## src/rtl/pacote_rastreio.sv

```systemverilog
// Shared definitions for the trace buffer: FSM encodings, motivo bit positions
// and the packed entry width derived from the capture parameters.
package pacote_rastreio;

    typedef enum logic [1:0] {
        OCIOSO    = 2'b00,
        CAPTURA   = 2'b01,
        CONGELADO = 2'b10,
        DESCARGA  = 2'b11
    } estado_t;

    localparam int MOTIVO_HALT    = 0;
    localparam int MOTIVO_LIMITE  = 1;
    localparam int LARGURA_REGESC = 3;
    localparam int LARGURA_CICLOS = 16;

    // Entry layout, MSB to LSB: {PC, instrucao, EscReg, RegEsc, DadoEscr, Halt}.
    function automatic int largura_entrada(input int largura_pc,
                                           input int largura_instr,
                                           input int largura_dado);
        return largura_pc + largura_instr + largura_dado + LARGURA_REGESC + 2;
    endfunction

endpackage

```

## src/rtl/memoria_rastreio.sv

```systemverilog
// Trace storage: PROFUNDIDADE entries, one synchronous write port and one
// combinational read port.
module memoria_rastreio #(
    parameter int PROFUNDIDADE  = 16,
    parameter int LARGURA       = 36,
    parameter int LARGURA_END   = $clog2(PROFUNDIDADE)
) (
    input  logic                   clock,
    input  logic                   esc_en_i,
    input  logic [LARGURA_END-1:0] end_esc_i,
    input  logic [LARGURA-1:0]     dado_esc_i,
    input  logic [LARGURA_END-1:0] end_leit_i,
    output logic [LARGURA-1:0]     dado_leit_o
);

    logic [LARGURA-1:0] mem_q [PROFUNDIDADE];

    // NOTE: the array has no reset; occupancy and pointers in the parent decide
    // which words are valid, so stale contents are never presented.
    always_ff @(posedge clock) begin
        if (esc_en_i) begin
            mem_q[end_esc_i] <= dado_esc_i;
        end
    end

    assign dado_leit_o = mem_q[end_leit_i];

endmodule

```

## src/rtl/buffer_rastreio.sv

```systemverilog
// Processor trace buffer: captures per-cycle probe signals into a circular
// buffer, freezes on Halt or a cycle limit, then dumps oldest-first over a
// valid/ready handshake. Define BUFFER_RASTREIO_FILTRO_EN to store only cycles
// with EscReg or Halt asserted.
module buffer_rastreio
    import pacote_rastreio::*;
#(
    parameter int LARGURA_PC    = 8,
    parameter int LARGURA_INSTR = 16,
    parameter int LARGURA_DADO  = 8,
    parameter int PROFUNDIDADE  = 16
) (
    input  logic                            clock,
    input  logic                            reset,
    input  logic                            armar,
    input  logic [15:0]                     limite,
    input  logic                            descarga,
    input  logic [LARGURA_PC-1:0]           PC,
    input  logic [LARGURA_INSTR-1:0]        instrucao,
    input  logic                            EscReg,
    input  logic [2:0]                      RegEsc,
    input  logic [LARGURA_DADO-1:0]         DadoEscr,
    input  logic                            Halt,
    output logic                            saida_valida,
    input  logic                            saida_pronta,
    output logic [LARGURA_PC-1:0]           saida_PC,
    output logic [LARGURA_INSTR-1:0]        saida_instrucao,
    output logic                            saida_EscReg,
    output logic [2:0]                      saida_RegEsc,
    output logic [LARGURA_DADO-1:0]         saida_DadoEscr,
    output logic                            saida_Halt,
    output logic [1:0]                      estado,
    output logic [$clog2(PROFUNDIDADE):0]   ocupacao,
    output logic [15:0]                     ciclos,
    output logic [1:0]                      motivo
);

    localparam int LARG_END = $clog2(PROFUNDIDADE);
    localparam int LARG_ENT = largura_entrada(LARGURA_PC, LARGURA_INSTR, LARGURA_DADO);
    localparam logic [LARG_END:0] OCUP_MAX = (LARG_END + 1)'(PROFUNDIDADE);

    estado_t                     estado_q, estado_d;
    logic [LARG_END-1:0]         ptr_esc_q, ptr_esc_d;
    logic [LARG_END-1:0]         ptr_leit_q, ptr_leit_d;
    logic [LARG_END:0]           ocupacao_q, ocupacao_d;
    logic [LARGURA_CICLOS-1:0]   ciclos_q, ciclos_d;
    logic [1:0]                  motivo_q, motivo_d;

    logic                        esc_en;
    logic                        inicia;
    logic                        halt_hit;
    logic                        limite_hit;
    logic [LARGURA_CICLOS:0]     ciclos_prox;
    logic [LARG_ENT-1:0]         entrada_esc;
    logic [LARG_ENT-1:0]         entrada_leit;
    logic [LARG_ENT-1:0]         entrada_saida;

    assign entrada_esc = {PC, instrucao, EscReg, RegEsc, DadoEscr, Halt};
    assign ciclos_prox = {1'b0, ciclos_q} + 17'd1;

    // NOTE: every signal driven here gets its default first, so no path can
    // leave one unassigned and infer a latch.
    always_comb begin
        estado_d   = estado_q;
        ptr_esc_d  = ptr_esc_q;
        ptr_leit_d = ptr_leit_q;
        ocupacao_d = ocupacao_q;
        ciclos_d   = ciclos_q;
        motivo_d   = motivo_q;
        esc_en     = 1'b0;
        halt_hit   = 1'b0;
        limite_hit = 1'b0;
        inicia     = armar && (estado_q == OCIOSO || estado_q == CONGELADO);

        case (estado_q)
            CAPTURA: begin
`ifdef BUFFER_RASTREIO_FILTRO_EN
                esc_en = EscReg | Halt;
`else
                esc_en = 1'b1;
`endif
                if (esc_en) begin
                    ptr_esc_d = ptr_esc_q + LARG_END'(1);
                    if (ocupacao_q != OCUP_MAX) begin
                        ocupacao_d = ocupacao_q + (LARG_END + 1)'(1);
                    end
                end
                if (ciclos_q != 16'hFFFF) begin
                    ciclos_d = ciclos_prox[LARGURA_CICLOS-1:0];
                end
                halt_hit   = Halt;
                limite_hit = (limite != 16'd0) && (ciclos_prox == {1'b0, limite});
                if (halt_hit || limite_hit) begin
                    estado_d = CONGELADO;
                    motivo_d[MOTIVO_HALT]   = halt_hit;
                    motivo_d[MOTIVO_LIMITE] = limite_hit;
                end
            end
            CONGELADO: begin
                if (!armar && descarga) begin
                    if (ocupacao_q == '0) begin
                        estado_d = OCIOSO;
                    end else begin
                        estado_d   = DESCARGA;
                        // Oldest entry sits ocupacao slots behind the write pointer.
                        ptr_leit_d = ptr_esc_q - ocupacao_q[LARG_END-1:0];
                    end
                end
            end
            DESCARGA: begin
                if (saida_pronta) begin
                    ptr_leit_d = ptr_leit_q + LARG_END'(1);
                    ocupacao_d = ocupacao_q - (LARG_END + 1)'(1);
                    if (ocupacao_q == (LARG_END + 1)'(1)) begin
                        estado_d = OCIOSO;
                    end
                end
            end
            default: ;
        endcase

        if (inicia) begin
            estado_d   = CAPTURA;
            ptr_esc_d  = '0;
            ocupacao_d = '0;
            ciclos_d   = '0;
            motivo_d   = '0;
        end
    end

    // NOTE: state registers use non-blocking assignments so every flop samples
    // the values from before the edge.
    always_ff @(posedge clock or posedge reset) begin
        if (reset) begin
            estado_q   <= OCIOSO;
            ptr_esc_q  <= '0;
            ptr_leit_q <= '0;
            ocupacao_q <= '0;
            ciclos_q   <= '0;
            motivo_q   <= '0;
        end else begin
            estado_q   <= estado_d;
            ptr_esc_q  <= ptr_esc_d;
            ptr_leit_q <= ptr_leit_d;
            ocupacao_q <= ocupacao_d;
            ciclos_q   <= ciclos_d;
            motivo_q   <= motivo_d;
        end
    end

    memoria_rastreio #(
        .PROFUNDIDADE (PROFUNDIDADE),
        .LARGURA      (LARG_ENT),
        .LARGURA_END  (LARG_END)
    ) u_memoria (
        .clock       (clock),
        .esc_en_i    (esc_en),
        .end_esc_i   (ptr_esc_q),
        .dado_esc_i  (entrada_esc),
        .end_leit_i  (ptr_leit_q),
        .dado_leit_o (entrada_leit)
    );

    assign saida_valida  = (estado_q == DESCARGA);
    assign entrada_saida = saida_valida ? entrada_leit : '0;
    assign {saida_PC, saida_instrucao, saida_EscReg, saida_RegEsc,
            saida_DadoEscr, saida_Halt} = entrada_saida;

    assign estado   = estado_q;
    assign ocupacao = ocupacao_q;
    assign ciclos   = ciclos_q;
    assign motivo   = motivo_q;

endmodule

```

## config.mk

```make
export PLATFORM = sky130hd
export DESIGN_NAME = buffer_rastreio
export DESIGN_NICKNAME = d
export VERILOG_FILES = /design/src/rtl/pacote_rastreio.sv /design/src/rtl/memoria_rastreio.sv /design/src/rtl/buffer_rastreio.sv
export SDC_FILE = /design/constraint.sdc
export NUM_CORES = 1
export LEC_CHECK = 0
export ABC_AREA = 1
export CORE_ASPECT_RATIO = 0.8
export CORE_MARGIN = 5
export CORE_UTILIZATION = 42
export CTS_CLUSTER_DIAMETER = 150
export DETAILED_ROUTE_END_ITERATION = 7
export GPL_TIMING_DRIVEN = 0
export PLACE_DENSITY = 0.59
export SLEW_MARGIN = 20
export SYNTH_ARGS = -nofsm -noshare
export SYNTH_HDL_FRONTEND = slang
export SYNTH_SLANG_ARGS = --single-unit
```

## constraint.sdc

```tcl
create_clock -name clock -period 3.7 [get_ports clock]
set_input_delay 0.74 -clock clock [delete_from_list [all_inputs] [get_ports clock]]
set_output_delay 0.74 -clock clock [all_outputs]
set_load 0.03 [all_outputs]
```

* After elaboration in Yosys (flattened, before gate mapping)
Memory sizes are Yosys's and may differ from the RTL's.
Cells that the tools add are included.
Widths: inputs -> output; s select.
** Word-level totals
- Bits in registers :: 33
- RAM bits :: 592
- Bits of input ports :: 58
- Logic and storage cells :: 75
- Memories kept :: 1
** Memories
- u_memoria.mem_q :: depth 16, width 37, rd ports 1, clocked after memory_dff 0, write ports 1, RTL line memoria_rastreio.sv:16 : logic [LARGURA-1:0] mem_q [PROFUNDIDADE];
** Cells by class
- Add/subtract/negate cells :: 6
- Eq/ne operators :: 15
- Multiplexer cells :: 27
- Reduce and logical (&&, ||, !) cells :: 20
** Operator list (number)
- $mux 16 :: 3
- $mux 37 :: 1
- $mux 4 :: 5
- $mux 2 :: 9
- $add 16x1->17 const B :: 1
- $eq 17x16->1 :: 1
- $ne 16x16->1 const B :: 1
- $reduce_bool 16->1 :: 1
- $mux 5 :: 3
- $pmux 5 s2 :: 1
- $add 4x1->4 const B :: 2
- $pmux 4 s2 :: 1
- $reduce_bool 2->1 :: 4
- $ne 3x1->1 const B :: 2
- $ne 3x3->1 const B :: 2
- $pmux 2 s3 :: 1
- $add 5x1->5 const B :: 1
- $eq 5x1->1 const B :: 1
- $logic_not 5->1 :: 1
- $ne 5x5->1 const B :: 1
- $reduce_and 5->1 :: 1
- $sub 5x1->5 const B :: 1
- $eq 2x2->1 const B :: 2
- $ne 2x1->1 const B :: 2
- other kinds (14) :: 20

* Longest topological paths before layout
- Depth in word-level cells :: 7
- Depth in mapped cells :: 16
- Depth with buffers taken out :: 16

* Modules after synthesis
A second synthesis with hierarchy kept.
** Unflattened totals
- Cell total of the unflattened synthesis :: 2863
- Area total of the unflattened synthesis :: 28393.5 um^2
** Modules (own cells, without submodules)
- memoria_rastreio :: times used 1, cells an instance 2409, area an instance 25529.5 um^2, sequential area each 17777.0 um^2
- buffer_rastreio :: times used 1, cells an instance 454, area an instance 2864.0 um^2, sequential area each 825.8 um^2

* Worst setup path after synthesis
No wires, ideal clock.
- Path type :: register to register
- Start point :: register estado_q[1], in the netlist estado[1]
- End point :: memory u_memoria.mem_q[15][0] (netlist name) (enable)
- Data arrival time :: 2750 ps
- Setup slack :: 519 ps
- Stages on the path, launching flop included :: 8
- Path buffers :: 1
- Cells stage by stage :: dfrtp_1 > inv_1 > ha_1 > buf_2 > nand2_1 > nor2_1 > inv_1 > nor2_1
** On the way
- Word-level cells in the longest chain between the ends :: 4
** Ends and longest elaborated chain
- start, declared :: RTL line buffer_rastreio.sv:42 : estado_t estado_q, estado_d;
- start signal, assigned :: RTL line buffer_rastreio.sv:142 : estado_q <= estado_d;
- $eq 2x1->1 :: RTL line buffer_rastreio.sv:75 : case (estado_q)
- $mux 1 :: RTL line buffer_rastreio.sv:75
- $mux 1 :: RTL line memoria_rastreio.sv:21 : if (esc_en_i) begin
- $mux 1 (implied by the code) :: RTL line memoria_rastreio.sv:22 : mem_q[end_esc_i] <= dado_esc_i;
- end, declared :: RTL line memoria_rastreio.sv:16
Every way passes these cells.

* Final worst setup path
- Start point :: register ptr_leit_q[0]
- End point :: output saida_PC[7]
** On the way
- Word-level cells in the longest chain between the ends :: 2
** Ends and longest elaborated chain
- start, declared :: RTL line buffer_rastreio.sv:44 : logic [LARG_END-1:0] ptr_leit_q, ptr_leit_d;
- start signal, assigned :: RTL line buffer_rastreio.sv:144 : ptr_leit_q <= ptr_leit_d;
- $mem_v2 16x37
- $mux 37 :: RTL line buffer_rastreio.sv:165 : assign entrada_saida = saida_valida ? entrada_leit : '0;
- end, declared :: RTL line buffer_rastreio.sv:26 : output logic [LARGURA_PC-1:0] saida_PC,
Every way passes these cells.

==> flow_metrics.env <==
export IMPL_outcome="completed"
export IMPL_synth_yosys_seq_area_share=0.731
export IMPL_synth_top_cell_by_area="edfxtp_1"
export IMPL_synthDominantCellAreaShare=0.699
export IMPL_clock_latency_ps=640
export IMPL_antenna_left=0
export IMPL_finalWirelength_mm=86.6
export IMPL_worst_setup_path_end_kind="output port"
export IMPL_synth_enable_flop_cells=592
export IMPL_setup_violations_final=0
export IMPL_timing_setup_critical_path_class="flop to output port"
export IMPL_cts_max_level=2
export IMPL_routed_wire_length_per_instance_um=28.7
export IMPL_hold_worst_slack_ps=312
export IMPL_synth_most_common_cell="edfxtp_1"
export IMPL_grt_start_max_net_pins=29
export IMPL_r2r_cells=7
export IMPL_design_power_total_mw=23.0
export IMPL_p_int_mw=14.0
export IMPL_crit_path_max_fanout=10
export IMPL_dieWidth_um=285
export IMPL_inserted_clock_buffers=61
export IMPL_number_of_buffers_inserted_by_post_cts_setup_repair=0
export IMPL_synth_main_ff_cell="edfxtp_1"
export IMPL_route_detailed_vias_per_inst=6.06
export IMPL_finClkSkew_ps=17.4
export IMPL_post_dp_hpwl_mm=55.6
export IMPL_synthToLayoutAreaGrowth_pct=21.5
export IMPL_timing_hold_violations_final=0
export IMPL_port_buffer_count=120
export IMPL_max_slew_worst_pin_slew_ps=1240
export IMPL_power_clock_fraction=0.268
export IMPL_totalNegativeSetupSlack_ps=0
export IMPL_total_die_area_um2=65600
export IMPL_detail_route_iter0_violations=2655
export IMPL_pwr_share_comb=0.376
export IMPL_async_flop_share=0.0528
export IMPL_final_core_util=0.516
export IMPL_clkTransAtPathRegs_ps=60
export IMPL_grt_pass1_vias=17900
export IMPL_vdd_ir_drop_worst_mv=0.400
export IMPL_switching_share=0.393
export IMPL_first_pass_grt_wire_length_mm=123
export IMPL_tritoncts_clock_tree="yes"
export IMPL_layout_cells_sized_above_1=0.153
export IMPL_yosys_cell_types_count=37
export IMPL_ys_ff_latch=625
export IMPL_overflow=0
export IMPL_rsz0062_at_grt="true"
export IMPL_clock_sinks=625
export IMPL_net_switching_power_mw=9.06
export IMPL_synth_area_top_cells="edfxtp_1 (70%), o21ai_0 (6.3%), nor2_1 (5.0%), o221ai_1 (3.6%), dfrtp_1 (3.2%)"
export IMPL_max_cap_violations=0
export IMPL_clock_root_buffer="clkbuf_16"
export IMPL_cts_hold_buffers_added=0
export IMPL_max_clock_freq_ghz=0.272
export IMPL_tightest_hold_check_type="primary input to async pin"
export IMPL_top_level_ports=121
export IMPL_worst_endpoint_arrival_ps=2940
export IMPL_antenna_found_initial=3
export IMPL_critical_path_required_ps=2960
export IMPL_cellPowerDensity_nw_per_um2=745
export IMPL_min_period_over_period=0.994
export IMPL_grt_total_usage=0.256
export IMPL_gp_congestion=0.853
export IMPL_ys_top_cells_by_count="edfxtp_1 (592), nor2_1 (338), o21ai_0 (321)"
export IMPL_syn_nets=2049
export IMPL_num_vias=18300
export IMPL_drt_first_pass_iters=6
export IMPL_slew_limit_headroom=0.171
export IMPL_cts_path_max_buffers=3
export IMPL_post_synth_cell_area_avg_um2=12.9
export IMPL_report_final_slew_viol_count=0
export IMPL_netlist_instances=1974
export IMPL_synth_area_um2=25400
export IMPL_nets=2268
export IMPL_design_core_area_um2=59900
export IMPL_type_of_origin_of_the_critical_path="flop"
export IMPL_synth_warnings=0
export IMPL_finalWorstPathRequiredPeriod_ps=3680
export IMPL_die_y_um=230
export IMPL_power_leakage_nw=10.3
export IMPL_core_rowCount=80
export IMPL_power_share_sequential=0.356
export IMPL_initial_cell_density_of_the_core=0.425
export IMPL_drt_drc_violations_left=0
-- per-stage QoR --
stage	instances	area (µm²)	setup WS, ps
floorplan	1974	25400	519
global placement	2873	27600	-1750
detailed placement	2909	28600	-721
CTS	3019	30900	-29.2
global route	3019	30900	-68.2
finish	3020	30900	21.3
-- registers in the layout (all words and copies together), names as in the netlist --
name,count
ciclos,16
estado,2
motivo,2
ocupacao,5
ptr_esc_q,4
ptr_leit_q,4
u_memoria.mem_q,592
-- cell usage in the layout, fill, tap and decap left out, types with 24 or more instances in the layout --
cell	count
nand2_1	99
clkdlybuf4s50_1	83
clkbuf_16	62
o22ai_1	57
clkbuf_1	28
clkbuf_4	27
o211ai_1	47
o221ai_1	102
clkbuf_2	55
a21oi_1	26
nand3_1	66
buf_16	24
edfxtp_1	592
dfrtp_1	32
o21ai_0	320
nor2_1	322
inv_1	61
buf_2	28
-- logic make-up (layout without fill, tap and decap cells) --
group,count (synthesis),after routing,share of synthesized area
other cells,0,1,0
buf+inv,198,464,0.0308
xor+xnor,6,6,0.00207
fa+ha+maj,17,17,0.00866
compound gates,588,588,0.140
simple gates,540,540,0.0872
flops,625,625,0.731
-- layout make-up --
type	instances	area, µm²
Antenna cell	1	2.50
Buffer	131	885
Clock buffer	79	1640
Clock inverter	31	300
Fill cell	5084	28900
Inverter	67	254
Multi-Input combinational cell	1151	6280
Sequential cell	625	18600
Tap cell	779	975
Timing Repair Buffer	156	1970
-- power groups by stage --
stage	sequential (mW)	combinational (mW)	clock (mW)
3_3_place_gp	8.38	7.72	0
5_1_grt	8.23	9.09	6.49
6_report	8.20	8.65	6.17
2_1_floorplan	8.40	4.22	0
4_1_cts	8.20	8.41	6.21
3_5_place_dp	8.35	8.05	0
-- what timing repair did --
action                                  in CTS  in global routing
hold endpoints to repair                     0                  0
pin swaps                                    2                  9
endpoints found under the setup margin      37                 35
resized for setup                          319                 85
-- worst max-delay path: stages, from the launching register on --
cell and delay [ps]:
dfrtp_1 380, buf_6 200, buf_4 190, buf_4 190
buf_6 180, o21ai_0 100, o22ai_1 210, o211ai_1 210
a21oi_2 290, clkdlybuf4s15_2 330
-- routing by layer --
metal  routed length, µm  track usage  up-vias  share of wire
li1                    -            -     7891              -
met1               35100        0.353     9106           0.41
met2               39600        0.404     1146           0.46
met3                9370       0.0635      150           0.11
met4                2490       0.0782        2          0.029
met5                  13            0        -        0.00015
-- final timing paths --
path,startpoint,end,slack [ps]
setup / recovery,ptr_leit_q[0]$_DFFE_PP0P_,saida_PC[7],20
hold / removal,reset,ocupacao[4]$_DFFE_PP0P_,310
setup reg to reg,estado[1]$_DFFE_PP0P_,u_memoria.mem_q[4][13]$_DFFE_PP_,1200
hold reg to reg,motivo[0]$_DFFE_PP0P_,motivo[0]$_DFFE_PP0P_,500
max in group asynchronous,reset,ciclos[8]$_DFFE_PP0P_,2960
min in group clock,motivo[0]$_DFFE_PP0P_,motivo[0]$_DFFE_PP0P_,500
No activity file was read; power rests on OpenSTA's default activity.
==> patch: new RTL, same settings <==
Reset style: synchronous (`reset`), changed in one clocked block.
--- a/src/rtl/buffer_rastreio.sv
+++ b/src/rtl/buffer_rastreio.sv
@@ -131,5 +131,5 @@
     // NOTE: state registers use non-blocking assignments so every flop samples
     // the values from before the edge.
-    always_ff @(posedge clock or posedge reset) begin
+    always_ff @(posedge clock) begin
         if (reset) begin
             estado_q   <= OCIOSO;
Formal check against the unedited RTL: differs if reset is asserted again (counterexample within 4 cycles, from zero or initial values and one cycle with reset high); with reset held inactive, the same outputs for 4 cycles.
==> patch against the unedited design <==
Fmax down 0.38%; non-clock buffer count down 7; sequential cell count up 4; clock power up 0.6%; critical path depth down 4; clock skew up 4.5 ps; setup slack worse by 14 ps; wire length down 2.3%; count of clock-buffer cells in the layout down 2; cell area up 0.17%; synthesized area about the same; total power down 12%; critical path type unchanged; critical endpoint is now saida_PC[1].
==> patch: results (changes against the unedited design) <==
global-route wire length before repair 121000 µm (-1.7%); number of global-route vias before repair 17700 (-1.0%); slowest cell delay on critical path 780 ps (+400 ps); worst r2r dst u_memoria.mem_q[13][10]; drt total wl 84600 µm (-2.3%); post-CTS sizing 292 (-8.5%); setup slack, reg-to-reg 760 ps (-440 ps); status complete, no violations; largest net degree at the start of global routing 19 (-34%); RD Place Congestion 0.846 (-0.81%); Setup Skew 21.9 ps (+4.54 ps); Hold WC Path Type reg2reg; NumNets Final 2296 (+1.2%); Place WS -880 ps (-159 ps); dpl cell area 28500 µm² (-0.31%); Syn Area/Cell 12.7 µm² (-1.6%); DR iter-0 viols 2670 (+0.56%); initial antenna violation count 7 (+4); Syn Nets 2084 (+1.7%); Slowest-stage cell, CP clkdlybuf4s15_1; detailed-route vias per instance 6.07 (+0.17%); asr flop ratio synth 0 (-0.0528); placed cells 2938 (+1.0%); CTS buffer count 60 (-1.6%); met3 WL 8870 µm (-5.3%); clock network power share 0.306 (+0.038); fill cell count 5037 (-0.92%)
-- patch: changes by cell type after synthesis, sizes merged, moves of 9 or more --
cell	delta
nand3	-9
clkbuf	+10
buf	-11
o22ai	-14
dfxtp	+37
dfrtp	-33
nor2	+26
inv	-10
a21oi	+28
-- patch: final cells by class --
type	count	area [µm²]	share of cell area
buffer	128	842	0.0272
clock inverter	34	324	0.0105
clock buffer	77	1630	0.0526
timing repair buffer	152	2000	0.0647
multi-input combinational	1188	6440	0.208
inverter	60	231	0.00748
tap	779	975	0.0315
antenna	1	2.50	0.0000808
sequential	629	18500	0.598
-- patch: worst max-delay path: cells and delay by family, from the launching register on --
| kind | cells | cell delay, ps |
|---|---|---|
| compound gates | 2 | 550 |
| buf+inv | 3 | 1440 |
| flops | 1 | 320 |
-- patch: routing by layer --
metal  vias to the layer above  GRT usage
met4                         2     0.0776
met2                      1136      0.391
met1                      9187      0.358
met3                       191     0.0475
met5                         -          0
li1                       7980          -
-- patch: how the worst min path moves through the flow --
stage | to | slack, ps | cells after the start
after global placement | ocupacao[4] | 490 | 1
after CTS | motivo[0] | 510 | 2
after floorplan | register | 470 | 2
after detailed placement | ocupacao[4] | 500 | 1
after global routing | motivo[1] | 540 | 2
final | motivo[1] | 500 | 2
-- patch: per-stage QoR --
step	power, mW	utilization	hold WS (ps)
after global placement	13.6	0.462	493
final	20.3	0.517	495
after global routing	21.0	0.517	537
after CTS	20.1	0.516	510
after floorplan	11.2	-	465
after detailed placement	13.8	0.477	499
-- patch: kinds of logic after synthesis --
family | after synthesis | share of synthesized area
XOR/XNOR | 7 | 0.00300
AND/OR/NAND/NOR | 562 | 0.0908
adder cells (fa/ha/maj) | 19 | 0.00964
buffers and inverters | 190 | 0.0283
flip-flops | 629 | 0.728
AO/OA/AOI/OAI | 600 | 0.141
